==> src/rtl/pc_control.sv <==
// Program counter sequencer: RUN/FLUSH/HALT/FAULT control of the fetch address.
// Optional taken-branch counter enabled by defining PC_CONTROL_TAKEN_CNT_EN.
module pc_control #(
  parameter logic [15:0] RESET_PC = 16'h0000
) (
  input  logic        clk,
  input  logic        rst_n,
  input  logic        stall,
  input  logic        halt,
  input  logic        restart,
  input  logic        branch_valid,
  input  logic        PC_src,
  input  logic        branch_err,
  input  logic [15:0] target,
  output logic [15:0] PC,
  output logic [15:0] PC_plus2,
  output logic        fetch_valid,
  output logic        halted,
  output logic        err,
  output logic [15:0] taken_cnt
);

  typedef enum logic [1:0] {
    RUN   = 2'b00,
    FLUSH = 2'b01,
    HALT  = 2'b10,
    FAULT = 2'b11
  } state_e;

  state_e      state_q, state_d;
  logic [15:0] pc_q, pc_d;

  assign PC       = pc_q;
  assign PC_plus2 = pc_q + 16'd2;

  // Status outputs depend on the registered state only, never on inputs.
  assign fetch_valid = (state_q == RUN);
  assign halted      = (state_q == HALT);
  assign err         = (state_q == FAULT);

  always_comb begin
    // NOTE: every signal driven here gets a default first so no path infers a latch.
    state_d = state_q;
    pc_d    = pc_q;
    unique case (state_q)
      RUN: begin
        // Priority order matters: faults beat halt, halt beats a taken branch,
        // and a taken branch beats stall.
        if (branch_valid && branch_err) begin
          state_d = FAULT;
        end else if (branch_valid && PC_src && target[0]) begin
          state_d = FAULT;
        end else if (halt) begin
          state_d = HALT;
        end else if (branch_valid && PC_src) begin
          pc_d    = target;
          state_d = FLUSH;
        end else if (!stall) begin
          pc_d = PC_plus2;
        end
      end
      FLUSH: begin
        state_d = RUN;
      end
      HALT: begin
        if (restart) begin
          pc_d    = PC_plus2;
          state_d = RUN;
        end
      end
      FAULT: begin
        state_d = FAULT;
      end
      default: begin
        state_d = FAULT;
      end
    endcase
  end

  always_ff @(posedge clk or negedge rst_n) begin
    if (!rst_n) begin
      state_q <= RUN;
      pc_q    <= RESET_PC;
    end else begin
      // NOTE: sequential state uses non-blocking assignments so all registers
      // update together from values sampled at the same edge.
      state_q <= state_d;
      pc_q    <= pc_d;
    end
  end

`ifdef PC_CONTROL_TAKEN_CNT_EN
  logic        take_branch;
  logic [15:0] cnt_q, cnt_d;

  // Mirrors the taken-branch rule: only counts when the redirect really happens.
  assign take_branch = (state_q == RUN) && branch_valid && PC_src && !branch_err
                       && !target[0] && !halt;

  always_comb begin
    cnt_d = cnt_q;
    if (take_branch && (cnt_q != 16'hFFFF)) begin
      cnt_d = cnt_q + 16'd1;
    end
  end

  always_ff @(posedge clk or negedge rst_n) begin
    if (!rst_n) begin
      cnt_q <= 16'h0000;
    end else begin
      cnt_q <= cnt_d;
    end
  end

  assign taken_cnt = cnt_q;
`else
  assign taken_cnt = 16'h0000;
`endif

endmodule

==> config.mk <==
export PLATFORM = sky130hd
export DESIGN_NAME = pc_control
export DESIGN_NICKNAME = d
export VERILOG_FILES = /design/src/rtl/pc_control.sv
export SDC_FILE = /design/constraint.sdc
export NUM_CORES = 1
export LEC_CHECK = 0
export ABC_AREA = 1
export CORE_MARGIN = 4
export CORE_UTILIZATION = 36
export CTS_CLUSTER_SIZE = 25
export DETAILED_ROUTE_END_ITERATION = 8
export PLACE_DENSITY = 0.76
export SLEW_MARGIN = 15
export SYNTH_ARGS = -nofsm -noshare
export SYNTH_HDL_FRONTEND = slang
export SYNTH_SLANG_ARGS = --single-unit
==> constraint.sdc <==
create_clock -name clk -period 1.3 [get_ports clk]
set_input_delay 0.325 -clock clk [delete_from_list [all_inputs] [get_ports clk]]
set_output_delay 0.325 -clock clk [all_outputs]
set_load 0.05 [all_outputs]
* Yosys cells after proc, flatten, opt, wreduce, memory -nomap -nowiden
Index checks and enable logic that the tools add are counted.
** Storage, ports and cells
- Logic and storage cells :: 32
- Flip-flop bits (word level) :: 18
- Output and inout port bits :: 51
** Cells by class
- Reductions and logical operators :: 7
- Muxes and demuxes :: 13
- Add/subtract/negate cells :: 1
- Eq/ne operators :: 9
** Operators by type and width (number)
- 16-bit two-way mux :: 6
- 16-bit case mux with 2 select lines :: 1
- 16-bit by 2-bit adder with 16-bit output (second input constant) :: 1
- 2-bit two-way mux :: 5
- 2-bit != test (second input constant) :: 4
- 2-bit case mux with 4 select lines :: 1
- 6-bit AND reduction :: 1
- 5-bit by 2-bit != test with 1-bit output (second input constant) :: 1
- 2-bit equality test (second input constant) :: 2
- 1-bit logical AND :: 3
- 3-bit by 2-bit != test with 1-bit output (second input constant) :: 1
- 2-bit by 1-bit equality test with 1-bit output (second input constant) :: 1
- 2-bit logical NOT :: 1
- 2-bit AND reduction :: 1
- 2-bit nonzero test :: 1

* Depth between registers and ports, before layout
- Depth in word-level cells :: 7
- Mapped depth :: 8
- Mapped depth without buffers :: 8

* Worst setup path before layout
Ideal clock, no wire load.
- Path kind :: reg-to-output
- From :: register pc_q[1], in the netlist PC[1]
- To :: output PC_plus2[9]
- Path buffers :: 0
- Required time :: 0.975 ns
- Path slack :: -1.199 ns
- Data arrival time :: 2.174 ns
- Cell stages (with the launch flop) :: 6
- Cell sequence :: dfrtp_1 > ha_1 > nand2_1 > nor2_2 > nand2_1 > xnor2_1
** Between the ends
- Word-level cells in the longest chain between the ends :: 1
** Ends and longest elaborated chain
- from (decl) :: RTL line 31 : logic [15:0] pc_q, pc_d;
- from (signal assigned) :: RTL line 88 : pc_q <= pc_d;
- 16-bit by 2-bit adder with 16-bit output :: RTL line 34 : assign PC_plus2 = pc_q + 16'd2;
- to (decl) :: RTL line 16 : output logic [15:0] PC_plus2,
No other way between the ends.

* Final worst setup path
- From :: register pc_q[7], in the netlist PC[7]
- To :: output PC_plus2[15]
Same word-level chain as after synthesis.

==> metrics.log <==
[metrics] largest area contributor in the netlist: dfrtp_1
[metrics] worst setup slack for register-to-register paths: -640 ps
[metrics] final number of max-transition violations: 0
[metrics] Clock Tree Root: clkbuf_8
[metrics] fraction of final layout cells sized beyond drive strength 1: 0.640
[metrics] violated checks: setup timing
[metrics] setup violation total in the final timing report: 48
[metrics] hold buffers post-CTS: 0
[metrics] RePlAce Congestion: around 0.84
[metrics] post-detail-place hpwl: 3.86 mm
[metrics] area of the placeable core: around 3700 µm²
[metrics] insertion delay of the later-clocked pin in the worst-skew pair: 260 ps
[metrics] total routing resource utilization after global routing: 0.262
[metrics] Async S/R FF share, synth: 1.00
[metrics] initial antenna violation count: 0
[metrics] Cell Rows: 22
[metrics] clock tree from TritonCTS: yes
[metrics] crit share post-route: 1.59
[metrics] summed negative setup slack over all endpoints: -16150 ps
[metrics] worst clock skew on the final layout: 2.21 ps
[metrics] number of sinks handled by clock tree synthesis: 18
[metrics] first-pass GRT wire length: 10.3 mm
[metrics] total DRC errors in the routed layout: 0
[metrics] crit path launch type: register
[metrics] Crit path required time: 980 ps
[metrics] Final Hold Violating Endpoints: 0
[metrics] setup repair after global routing missed its margin: true
[metrics] path type of the worst setup path: reg -> out
[metrics] flip-flop cell with the highest count after synthesis: dfrtp_1
[metrics] post-synthesis average cell area: 6.98 µm²
[metrics] Final #Nets: 357
[metrics] number of antenna-violating nets in the routed design: 0
[metrics] x dimension of the die: 70.9 µm
[metrics] Layout area overhead: 154%
[metrics] CP arrival: about 1700 ps
[metrics] Synth top area share: 0.316
[metrics] Lkg Pwr: around 1.7 nW
[metrics] post-placement cell count: 344
[metrics] count leader, synth: nand2_1
[metrics] sequential cell area fraction in the yosys report: 0.316
[metrics] Post-synth top cells: nand2_1 (67), nand3_1 (21), dfrtp_1 (18)
[metrics] worst setup slack before clock tree synthesis: -406 ps
[metrics] path category of the worst min-delay check: in -> async
[metrics] critical-path maximum fanout: 2
[metrics] Filler cells: 77
[metrics] number of CTS-inserted buffers: 3
[metrics] cell count after synthesis: just over 200
[metrics] DRC violation total after the first TritonRoute iteration: 260
[metrics] distinct cell type count of the synthesized netlist: 25
[metrics] post-synthesis cell area: 1420 µm²
[metrics] minimum setup slack in the final design: -766 ps
[metrics] FF-to-FF Start: PC[2]
[metrics] max-cap violations: 0
[metrics] number of H-tree levels: 1
[metrics] maximum number of pins on one net before global-route repair: 19
[metrics] via count of the routed design: 2267
[metrics] count of TritonRoute iterations in the first routing pass: 8
[metrics] Worst VDD drop: 0.427 mV
[metrics] DIE HEIGHT: 70.9 µm
[metrics] clock slew seen by the registers of the worst setup and hold paths: 80 ps
[metrics] Routed wire per std cell: ~26 µm
[metrics] run status: finished with violations
[metrics] final cell count without fillers: between 300 and 400
[metrics] Top-Level Pins: 75
[metrics] area occupied by multi-input gates: 1280 µm²
[metrics] area enclosed by the die boundary: between 5000 and 6000 µm²
[metrics] PD cells: 565 nW/µm²
[metrics] kind of end point of the critical path: output port
[metrics] initial cell density of the core: 0.380
[metrics] Sequential cell area: 478 µm²
[metrics] top achievable clock speed: 0.484 GHz
[metrics] reg2reg path depth: 12
[metrics] largest cells by area after synthesis: dfrtp_1 (32%), nand2_1 (18%), buf_4 (9.0%)
[metrics] Final min period: slightly above 2000 ps
[metrics] detailed-route vias per instance: between 5 and 6
[metrics] Total Routed Length: 9.97 mm
[metrics] overall power: 2.04 mW
[metrics] Yosys warnings: 0
[metrics] Clock Path Buffers: 2
[metrics] via count of the first global-routing pass: 1974
[metrics] number of synthesized flops with an enable pin: 0
[metrics] number of storage elements in the synthesis netlist: 18
[metrics] beginning of the critical path: PC[7]
[metrics] total overflow reported by the global router: 0
[metrics] count of buffers inserted at the top-level ports: between 50 and 60
[metrics] Diodes inserted: 0
## routing by layer
layer,vias up,global-route usage,wire length (µm)
met4,0,0.0710,828
met1,1065,0.293,3200
met2,236,0.505,5060
met3,80,0.0426,889
li1,886,-,-
met5,-,0,0
## per-stage QoR
stage	cell area, µm²	hold slack [ps]	utilization
floorplan	1720	29.4	-
global placement	2870	558	0.767
detailed placement	2870	568	0.767
CTS	3250	413	0.869
global route	3610	405	0.964
finish	3610	393	0.964
## repair_timing
item | 4_1_cts | 5_1_grt
pin swaps | 23 | 19
resized for setup | 64 | 61
cloned | 1 | 0
setup buffers | 20 | 17
endpoints found under the setup margin | 44 | 48
## cells by family (layout without fill, tap and decap cells)
logic type,count (synthesis),after routing,synth area share
AND/OR/NAND/NOR,127,128,0.428
adder cells (fa/ha/maj),1,1,0.00879
buffers and inverters,40,151,0.163
flip-flops,18,18,0.316
other,1,16,0.00263
XOR/XNOR,7,7,0.0431
AO/OA/AOI/OAI,10,10,0.0387
## state kept, by name (all words and copies together), names as in the netlist
name,flops
PC,16
state_q,2
## critical path, stage by stage, from the launching register on
cell and delay (ps):
dfrtp_4 440, nand2_1 120, buf_4 160, nor2_1 230, nand3_1 170, nand2_2 130
nand2_4 70, buf_12 150
## worst paths after layout
check | end
worst min-delay path | PC[15]
worst min register to register | PC[11]
max in group asynchronous | PC[7]
worst max-delay path | PC_plus2[15]
worst max register to register | PC[11]
min in group clk | state_q[1]
## cell type report
cell class / count / area share
Tap cell: 48 / 0.0166
Clock buffer: 4 / 0.0125
Inverter: 19 / 0.0232
Multi-Input combinational cell: 162 / 0.356
Sequential cell: 18 / 0.132
Timing Repair Buffer: 128 / 0.460
## layout by cell type, fill, tap and decap left out, drive strengths merged, types with 4 or more instances in the layout
cell	Yosys	final
dfrtp	18	18
nor2	18	19
buf	21	105
xor2	4	4
clkdlybuf4s50	0	20
inv	19	19
nand2	69	69
nand3	23	23
conb	1	16
clkbuf	0	4
nand4	17	17
o21ai	6	6
## power by group
group | internal, mW | switching, mW | total (mW)
Clock | 0.219 | 0.234 | 0.453
Combinational | 0.420 | 0.555 | 0.974
Sequential | 0.583 | 0.0298 | 0.612
Total | 1.22 | 0.818 | 2.04
Power figures use the tool's default switching activity.
